[config.mk]
export PLATFORM = sky130hd
export DESIGN_NAME = ahbl_apb_bridge
export DESIGN_NICKNAME = d
export VERILOG_FILES = /design/src/rtl/ahbl_apb_bridge.sv
export SDC_FILE = /design/constraint.sdc
export NUM_CORES = 1
export LEC_CHECK = 0
export CAP_MARGIN = 25
export CORE_MARGIN = 5
export CORE_UTILIZATION = 61
export CTS_BUF_LIST = sky130_fd_sc_hd__clkbuf_4 sky130_fd_sc_hd__clkbuf_8 sky130_fd_sc_hd__clkbuf_16
export CTS_CLUSTER_DIAMETER = 40
export DETAILED_ROUTE_END_ITERATION = 8
export DONT_BUFFER_PORTS = 1
export HOLD_SLACK_MARGIN = 0.15
export PLACE_DENSITY = 0.79
export SKIP_LAST_GASP = 1
export SLEW_MARGIN = 20
export SYNTH_ARGS = -nofsm -noshare
export SYNTH_HDL_FRONTEND = slang
export SYNTH_SLANG_ARGS = --single-unit
[constraint.sdc]
create_clock -name HCLK -period 1.5 [get_ports HCLK]
set_input_delay 0.15 -clock HCLK [delete_from_list [all_inputs] [get_ports HCLK]]
set_output_delay 0.15 -clock HCLK [all_outputs]
set_load 0.05 [all_outputs]
[src/rtl/ahbl_apb_bridge.sv]
// AHB-Lite slave that turns each accepted transfer into one APB3 transfer,
// with PREADY wait-state extension, PSLVERR-to-ERROR mapping and an optional PREADY timeout.
module ahbl_apb_bridge #(
  parameter int TIMEOUT  = 0,
  parameter int TO_WIDTH = 8
) (
  input  logic        HCLK,
  input  logic        HRESET,
  input  logic        HSEL,
  input  logic [31:0] HADDR,
  input  logic [1:0]  HTRANS,
  input  logic        HWRITE,
  input  logic [31:0] HWDATA,
  input  logic        HREADYIN,
  output logic        HREADYOUT,
  output logic        HRESP,
  output logic [31:0] HRDATA,
  output logic [31:0] PADDR,
  output logic        PSEL,
  output logic        PENABLE,
  output logic        PWRITE,
  output logic [31:0] PWDATA,
  input  logic [31:0] PRDATA,
  input  logic        PREADY,
  input  logic        PSLVERR
);

  typedef enum logic [2:0] {
    ST_IDLE   = 3'd0,
    ST_SETUP  = 3'd1,
    ST_ACCESS = 3'd2,
    ST_DONE   = 3'd3,
    ST_ERR1   = 3'd4,
    ST_ERR2   = 3'd5
  } state_e;

  localparam logic [TO_WIDTH-1:0] TO_LAST = TO_WIDTH'((TIMEOUT > 0) ? TIMEOUT - 1 : 0);
  localparam logic [TO_WIDTH-1:0] CNT_MAX = {TO_WIDTH{1'b1}};

  state_e              state_q, state_d;
  logic [TO_WIDTH-1:0] cnt_q, cnt_d;
  logic                hreadyout_q, hresp_q, psel_q, penable_q, pwrite_q;
  logic [31:0]         hrdata_q, paddr_q;
  logic                accept_s, load_rdata_s, unused_htrans_s;

  assign accept_s        = HSEL & HTRANS[1] & HREADYIN & hreadyout_q;
  assign unused_htrans_s = HTRANS[0];

  assign HREADYOUT = hreadyout_q;
  assign HRESP     = hresp_q;
  assign HRDATA    = hrdata_q;
  assign PADDR     = paddr_q;
  assign PSEL      = psel_q;
  assign PENABLE   = penable_q;
  assign PWRITE    = pwrite_q;
  assign PWDATA    = HWDATA;

  // Next-state, timeout counter and read-data capture decisions
  always_comb begin
    state_d      = state_q;
    cnt_d        = cnt_q;
    load_rdata_s = 1'b0;
    case (state_q)
      ST_IDLE, ST_DONE, ST_ERR2: begin
        if (accept_s) begin
          state_d = ST_SETUP;
          cnt_d   = {TO_WIDTH{1'b0}};
        end else begin
          state_d = ST_IDLE;
        end
      end
      ST_SETUP: begin
        state_d = ST_ACCESS;
      end
      ST_ACCESS: begin
        if (PREADY) begin
          if (PSLVERR) begin
            state_d = ST_ERR1;
          end else begin
            state_d      = ST_DONE;
            load_rdata_s = ~pwrite_q;
          end
        end else begin
          if (cnt_q != CNT_MAX) begin
            cnt_d = cnt_q + 1'b1;
          end else begin
            cnt_d = cnt_q;
          end
          // cnt_q counts completed low-PREADY cycles, so this cycle is number TIMEOUT
          if ((TIMEOUT != 0) && (cnt_q == TO_LAST)) begin
            state_d = ST_ERR1;
          end else begin
            state_d = ST_ACCESS;
          end
        end
      end
      ST_ERR1: begin
        state_d = ST_ERR2;
      end
      default: begin
        state_d = ST_IDLE;
        cnt_d   = {TO_WIDTH{1'b0}};
      end
    endcase
  end

  // FSM state plus registered bus outputs decoded from the next state
  always_ff @(posedge HCLK) begin
    if (HRESET) begin
      state_q     <= ST_IDLE;
      cnt_q       <= {TO_WIDTH{1'b0}};
      hreadyout_q <= 1'b1;
      hresp_q     <= 1'b0;
      hrdata_q    <= 32'h0000_0000;
      paddr_q     <= 32'h0000_0000;
      psel_q      <= 1'b0;
      penable_q   <= 1'b0;
      pwrite_q    <= 1'b0;
    end else begin
      state_q     <= state_d;
      cnt_q       <= cnt_d;
      psel_q      <= (state_d == ST_SETUP) || (state_d == ST_ACCESS);
      penable_q   <= (state_d == ST_ACCESS);
      hreadyout_q <= (state_d == ST_IDLE) || (state_d == ST_DONE) || (state_d == ST_ERR2);
      hresp_q     <= (state_d == ST_ERR1) || (state_d == ST_ERR2);
      if (accept_s) begin
        paddr_q  <= HADDR;
        pwrite_q <= HWRITE;
      end
      if (load_rdata_s) begin
        hrdata_q <= PRDATA;
      end
    end
  end

endmodule

==> results of run 1 <==
-- cells by family (layout without fill, tap and decap cells) --
kind of cell,after synthesis,count (layout),synth area share
AND/OR/NAND/NOR,119,119,0.1859
AO/OA/AOI/OAI,105,105,0.1880
flip-flops,72,72,0.4890
buffers and inverters,63,88,0.1333
multiplexers,1,1,0.003820
-- stage by stage --
step | setup WS [ns] | cell area [sq um]
final | 0.04881 | 3401
after CTS | 0.04446 | 3401
after global routing | 0.007982 | 3401
after detailed placement | 0.1600 | 3174
after floorplan | 0.002335 | 2949
after global placement | 0.1867 | 3174
-- layer usage --
metal	wire [um]	vias up	track usage
li1	-	1228	-
met1	2673	1183	0.2577
met2	3980	115	0.4032
met3	718	19	0.07675
met4	132	0	0.09107
met5	0	-	0
-- cell usage after synthesis --
library cell and n:
nor3_1 3, and4_1 1, buf_2 11, nand2_1 67, a211o_1 1, mux2_2 1
a2111oi_2 1, buf_1 1, clkbuf_1 14, o21ai_1 4, nand3_1 34, or3_4 1
a21oi_1 66, nor2_1 3, dfxtp_1 72, o21a_1 1, and3b_1 2, a21boi_0 1
or3_1 1, nor2b_1 1, or2b_1 1, nand2b_1 1, a221oi_2 1, nand4_1 1
nor3_4 1, buf_6 1, and2_1 1, o21ai_0 30, buf_4 36, nand3b_1 1
-- final cells by class --
class	count	area share
timing repair buffer	72	0.1678
sequential	72	0.4242
tap	54	0.01987
clock buffer	11	0.04452
multi-input combinational	225	0.3274
clock inverter	5	0.01619
-- path summary, 6_finish.rpt --
kind / endpoint / cells after the start / startpoint / slack [ns]
worst min register to register: PADDR[20] / 2 / PADDR[20] / 0.45
worst max-delay path: HREADYOUT / 5 / state_q[2] / 0.05
worst max register to register: HREADYOUT / 5 / state_q[2] / 0.05
worst min-delay path: PADDR[7] / 1 / HRESET / -0.12
-- worst register-to-register path: cells and delay by family, from the launching register on --
kind / cells / cell delay [ns]
compound gates: 1 / 0.10
buf+inv: 2 / 0.73
simple gates: 2 / 0.16
flops: 1 / 0.35
-- flip-flops by register name (all words and copies together), names as in the netlist --
name,flops
PSEL,1
HRDATA,32
PENABLE,1
state_q,3
HRESP,1
PWRITE,1
PADDR,32
HREADYOUT,1
-- power by group through the flow --
stage / sequential (uW) / combinational (uW) / clock, uW
floorplan: 2200 / 422 / 0
global placement: 2060 / 396 / 0
detailed placement: 2070 / 403 / 0
CTS: 2020 / 410 / 1580
global route: 2030 / 439 / 1680
finish: 2020 / 410 / 1550
==> summary.md, run 1 <==
| Metric | Value |
|---|---|
| Number of global-route vias before repair | 2371 |
| Status | complete, but fails checks |
| DP HPWL | 5173 um |
| IO Port Bufs | 0 |
| Buffers & Inverters on Critical Path | 2 |
| Sequential power share | 0.508 |
| Commonest non-fill, non-tap cell in the layout | dfxtp_1 |
| Crit path max fanout | 9 |
| Yosys reg bits | 72 |
| Flip-flop and latch area | 0.001443 sq mm |
| Multi-input logic area | 0.001114 sq mm |
| Worst Path Required | 1.72 ns |
| DRT iter0 DRCs | 93 |
| Biggest area consumer among synthesized cells | dfxtp_1 |
| DRT Pass-1 Iters | 4 |
| Post-cts sizing count | 0 |
| Most frequent cells in the layout | 71 x dfxtp_1, 68 x buf_4, 67 x nand2_1, 66 x a21oi_1, 34 x nand3_1 |
| Final hold vios | 69 |
| Leak Pwr | about 0.0013 uW |
| Chip width | 79.52 um |
| Cells after synthesis | 360 |
| Final nets | around 490 |
| GPL Wtd Cong | 0.7390 |
| Die Footprint | 0.006323 sq mm |
| Filler instances | between 300 and 400 |
| Num CTS Buffers | 9 |
| Internal power | around 3000 uW |
| Antenna violations before repair | 0 |
| Vias/cell | between 5 and 6 |
| Cell variety after synth | 30 |
| Post-cts hold buffer count | 2 |
| Setup violators final | 0 |
| Psw | 1041 uW |
| Slowest-stage cell, CP | dlygate4sd3_1 |
| Grt ovf | 0 |
| Clk_skew | roughly 0.0094 ns |
| Seq/Total Area, Yosys | 0.4890 |
| ANT cells | 0 |
| Worst slew margin | 0.6494 |
| Gr usage total | 0.2310 |
| Hold WC Path Type | in -> reg |
| Worst Path Arrival | 1.67 ns |
| DRC viols | 0 |
| CTS tree | yes |
| Placed Cells | 421 |
| Root Buffer Master | clkbuf_8 |
| Layout cells sized above 1 | 0.2390 |
| WL per Instance | about 17 um |
| Crit. End Element | flop |
| RSZ-0062 raised after global routing | false |
| MaxCap Viol Count | 0 |
| Tmin final | 1.451 ns |
| Critical path's top delay family | buffers and inverters |
| Initial core utilization | 0.6283 |
| Largest net degree at the start of global routing | 73 |
| Switching part of the total | 0.2614 |
| Num Clock Sinks | 72 |
| FMAX | 0.6891 GHz |
| Routed Antenna Nets | 0 |
| Top post-synthesis cells by area | dfxtp_1 49%, a21oi_1 11%, buf_4 9.2% |
| Post-layout power | 3983 uW |
| Row Count | 25 |
| Combinational fraction of design power | 0.103 |
| CP peak stage delay | 0.55 ns |
| Cell chain of the critical path | buf_4 -> nor2_1 -> dlygate4sd3_1 -> nand3_1 -> o21a_1 |
| Clock transition at path regs | ~0.080 ns |
| Syn_area_per_cell | 8.188 sq um |
| Clk network pwr share | 0.389 |
| Core box area | 0.004692 sq mm |
| Worst VDD drop | approximately 0.001 V |
| DR vias | approximately 2500 |
| Die boundary height | 79.52 um |
| Worst Tran Pin Value | 0.5252 ns |
| Post-layout util | 0.7248 |
| Failing checks | negative hold slack |
| First-pass GRT wire length | 11430 um |
| IO Pins | 206 |
| Setup TNS | 0 ns |
| Post-Syn Nets | around 470 |
| Crit Path Category | reg -> reg |
| Crit start category | flop |
| Worst-Skew Late Latency | 0.33 ns |
| Fin crit share | 0.9675 |
| Final std cells w/o fill | 439 |
| Area of the mapped netlist | roughly 0.003 sq mm |
| Top-area cell type share of the netlist area | 0.4890 |
| Area grow syn2layout | 15.36% |
| Routed wire length | 7505 um |
| Yosys warnings | 0 |
| Pins Over Slew Limit | 0 |
| Pwr dens | 1171 mW/mm^2 |
| Clk buf depth | 2 |
| H-tree Lvls | 3 |
| Hold_ws | -0.1236 ns |
| Setup Fix Bufs, Post-CTS | 0 |
No activity file was read; power rests on OpenSTA's default activity.
==> run 2: changes to the inputs <==
Settings changed: SLEW_MARGIN 20 to not set.
==> results of run 2 <==
Final layout, timing and power as in run 1 (identical DEF).
==> run 3: changes to the inputs <==
Settings changed: CORE_AREA set to 2 2 79 81, CORE_MARGIN 5 to not set, CORE_UTILIZATION 61 to not set, DIE_AREA set to 0 0 81 83, PLACE_DENSITY 0.79 to 0.67.
==> summary.md, run 3 (synthesized netlist as in run 1, its figures left out) <==
| Metric | Value |
|---|---|
| Filler instances | 516 (+42%) |
| Crit. End Element | flop |
| Gr usage total | 0.2028 (-0.02823) |
| Switching part of the total | 0.2372 (-0.02426) |
| Leak Pwr | 0.001353 uW (+4.1%) |
| Crit path max fanout | 4 (-5) |
| Clock transition at path regs | 0.08 ns (about the same) |
| Root Buffer Master | clkbuf_8 |
| Global Route met3 Usage | 0.06304 (-0.01371) |
| Placed Area | 0.003231 sq mm (+1.8%) |
| Worst slew margin | 0.6500 (about the same) |
| Pins Over Slew Limit | 0 (unchanged) |
| Post-cts hold buffer count | 3 (+1) |
| Vias/cell | 5.418 (-6.5%) |
| DRT Pass-1 Iters | 6 (+2) |
| Post-layout power | 4310 uW (+8.2%) |
| Routed Antenna Nets | 0 (unchanged) |
| Routed wire length | 6851 um (-8.7%) |
| RSZ-0062 raised after global routing | false |
| Antenna violations before repair | 0 (unchanged) |
| Design Area, Final | 0.003508 sq mm (+3.2%) |
| Sequential power share | 0.466 (-0.042) |
| CTS tree | yes |
| M2 GR Usage | 0.3531 (-0.05005) |
| Clk network pwr share | 0.435 (+0.046) |
| Number of global-route vias before repair | 2413 (+1.8%) |
| Commonest non-fill, non-tap cell in the layout | buf_4 |
| Clk buf depth | 2 (unchanged) |
| Die Footprint | 0.006723 sq mm (+6.3%) |
| MaxCap Viol Count | 0 (unchanged) |
| Area grow syn2layout | 19.02% |
| Die boundary height | 83 um (+4.4%) |
| Crit start category | flop |
| Worst-Skew Late Latency | 0.33 ns (about the same) |
| H-tree Lvls | 3 (unchanged) |
| Row Count | 28 (+12%) |
| Num Clock Sinks | 72 (unchanged) |
| DRC viols | 0 (unchanged) |
| Grt peak-use layer | met2 |
| Failing checks | negative hold slack |
| Pwr dens | 1228 mW/mm^2 (+4.9%) |
| Fin crit share | 0.9356 (-0.03185) |
| Grt ovf | 0 (unchanged) |
| Internal power | 3287 uW (+12%) |
| Final hold vios | 68 (-1.4%) |
| IO Port Bufs | 0 (unchanged) |
| Setup TNS | 0 ns (unchanged) |
| Tmin final | 1.403 ns (-0.04778 ns) |
| Setup violators final | 0 (unchanged) |
| DR vias | 2514 (-1.2%) |
| Combinational fraction of design power | 0.099 (-0.004) |
| Hold_ws | -0.1240 ns (-0.0003300 ns) |
| Worst Path Arrival | 1.62 ns (-0.05 ns) |
| Psw | 1022 uW (-1.8%) |
| GPL Wtd Cong | 0.8022 (+8.6%) |
| Worst Path Required | 1.72 ns (about the same) |
| Worst VDD drop | 0.0009237 V (-9.5%) |
| Core box area | 0.005816 sq mm (+24%) |
| Layout cells sized above 1 | 0.2519 (+0.01297) |
| WL per Instance | 14.77 um (-14%) |
| Grt met1 use | 0.2134 (-0.04430) |
| First-pass GRT wire length | 10830 um (-5.3%) |
| Status | complete, but fails checks |
| Num CTS Buffers | 9 (unchanged) |
| Final nets | 489 (+0.82%) |
| Largest net degree at the start of global routing | 73 (unchanged) |
| Initial core utilization | 0.5069 (-0.1214) |
| Clk_skew | 0.008816 ns (-0.0005880 ns) |
| Chip width | 81 um (+1.9%) |
| ANT cells | 0 (unchanged) |
| Most frequent cells in the layout | 72 x buf_4, 70 x dfxtp_1, 67 x nand2_1, 66 x a21oi_1, 34 x nand3_1 |
| FMAX | 0.7125 GHz (+3.4%) |
| IO Pins | 206 (unchanged) |
| Hold WC Path Type | in -> reg |
| Worst Tran Pin Value | 0.5243 ns (-0.0008283 ns) |
| DRT iter0 DRCs | 99 (+6.5%) |
| Crit Path Category | reg -> reg |
| DP HPWL | 4724 um (-8.7%) |
run 3: timing repair:
action,CTS,global route
gates resized for setup,0,3
hold endpoints to repair,72,71
setup endpoints to repair,0,2
setup buffers,0,0
run 3: metrics by stage:
stage / std cells / setup slack (ns) / hold WS [ns] / utilization
3_5_place_dp: 446 / 0.1509 / 0.2262 / 0.5555
2_1_floorplan: 360 / 0.002335 / 0.2860 / -
6_report: 464 / 0.09659 / -0.1240 / 0.6033
4_1_cts: 465 / 0.03898 / -0.1382 / 0.6043
3_3_place_gp: 446 / 0.1846 / 0.2243 / 0.5555
5_1_grt: 464 / 0.0004251 / -0.1435 / 0.6033
run 3: power groups by stage:
| stage | clock network [uW] | registers, uW | logic [uW] |
|---|---|---|---|
| after floorplan | 0 | 2200 | 422 |
| after global placement | 0 | 2050 | 419 |
| after detailed placement | 0 | 2050 | 424 |
| after CTS | 1910 | 2010 | 432 |
| after global routing | 2010 | 2010 | 459 |
| final | 1870 | 2010 | 428 |
run 3: final timing paths:
kind         depth (start not counted)   endpoint  slack [ns]      start
max                                  4     PWRITE         0.1  HREADYOUT
min                                  1  PADDR[19]       -0.12     HRESET
max reg2reg                          4     PWRITE         0.1  HREADYOUT
min reg2reg                          2  PADDR[10]        0.46  PADDR[10]
run 3: critical path, cell delays in order (launching register included):
cell and delay (ns):
dfxtp_2 0.34, nand4_1 0.21, nand2_1 0.14, a21oi_1 0.06, dlygate4sd3_1 0.54
run 3: layer usage:
layer  part of all wire  vias up
met5                  0        -
met1               0.38     1145
met4              0.033        0
li1                   -     1235
met3              0.086       35
met2               0.50       99
run 3: final cells by class:
class,count,area (sq um),area share
Tap cell,75,93.84,0.02675
Clock buffer,11,151.4,0.04315
Timing Repair Buffer,76,600.6,0.1712
Sequential cell,72,1444,0.4116
Multi-Input combinational cell,225,1116,0.3181
Clock inverter,5,102.6,0.02924
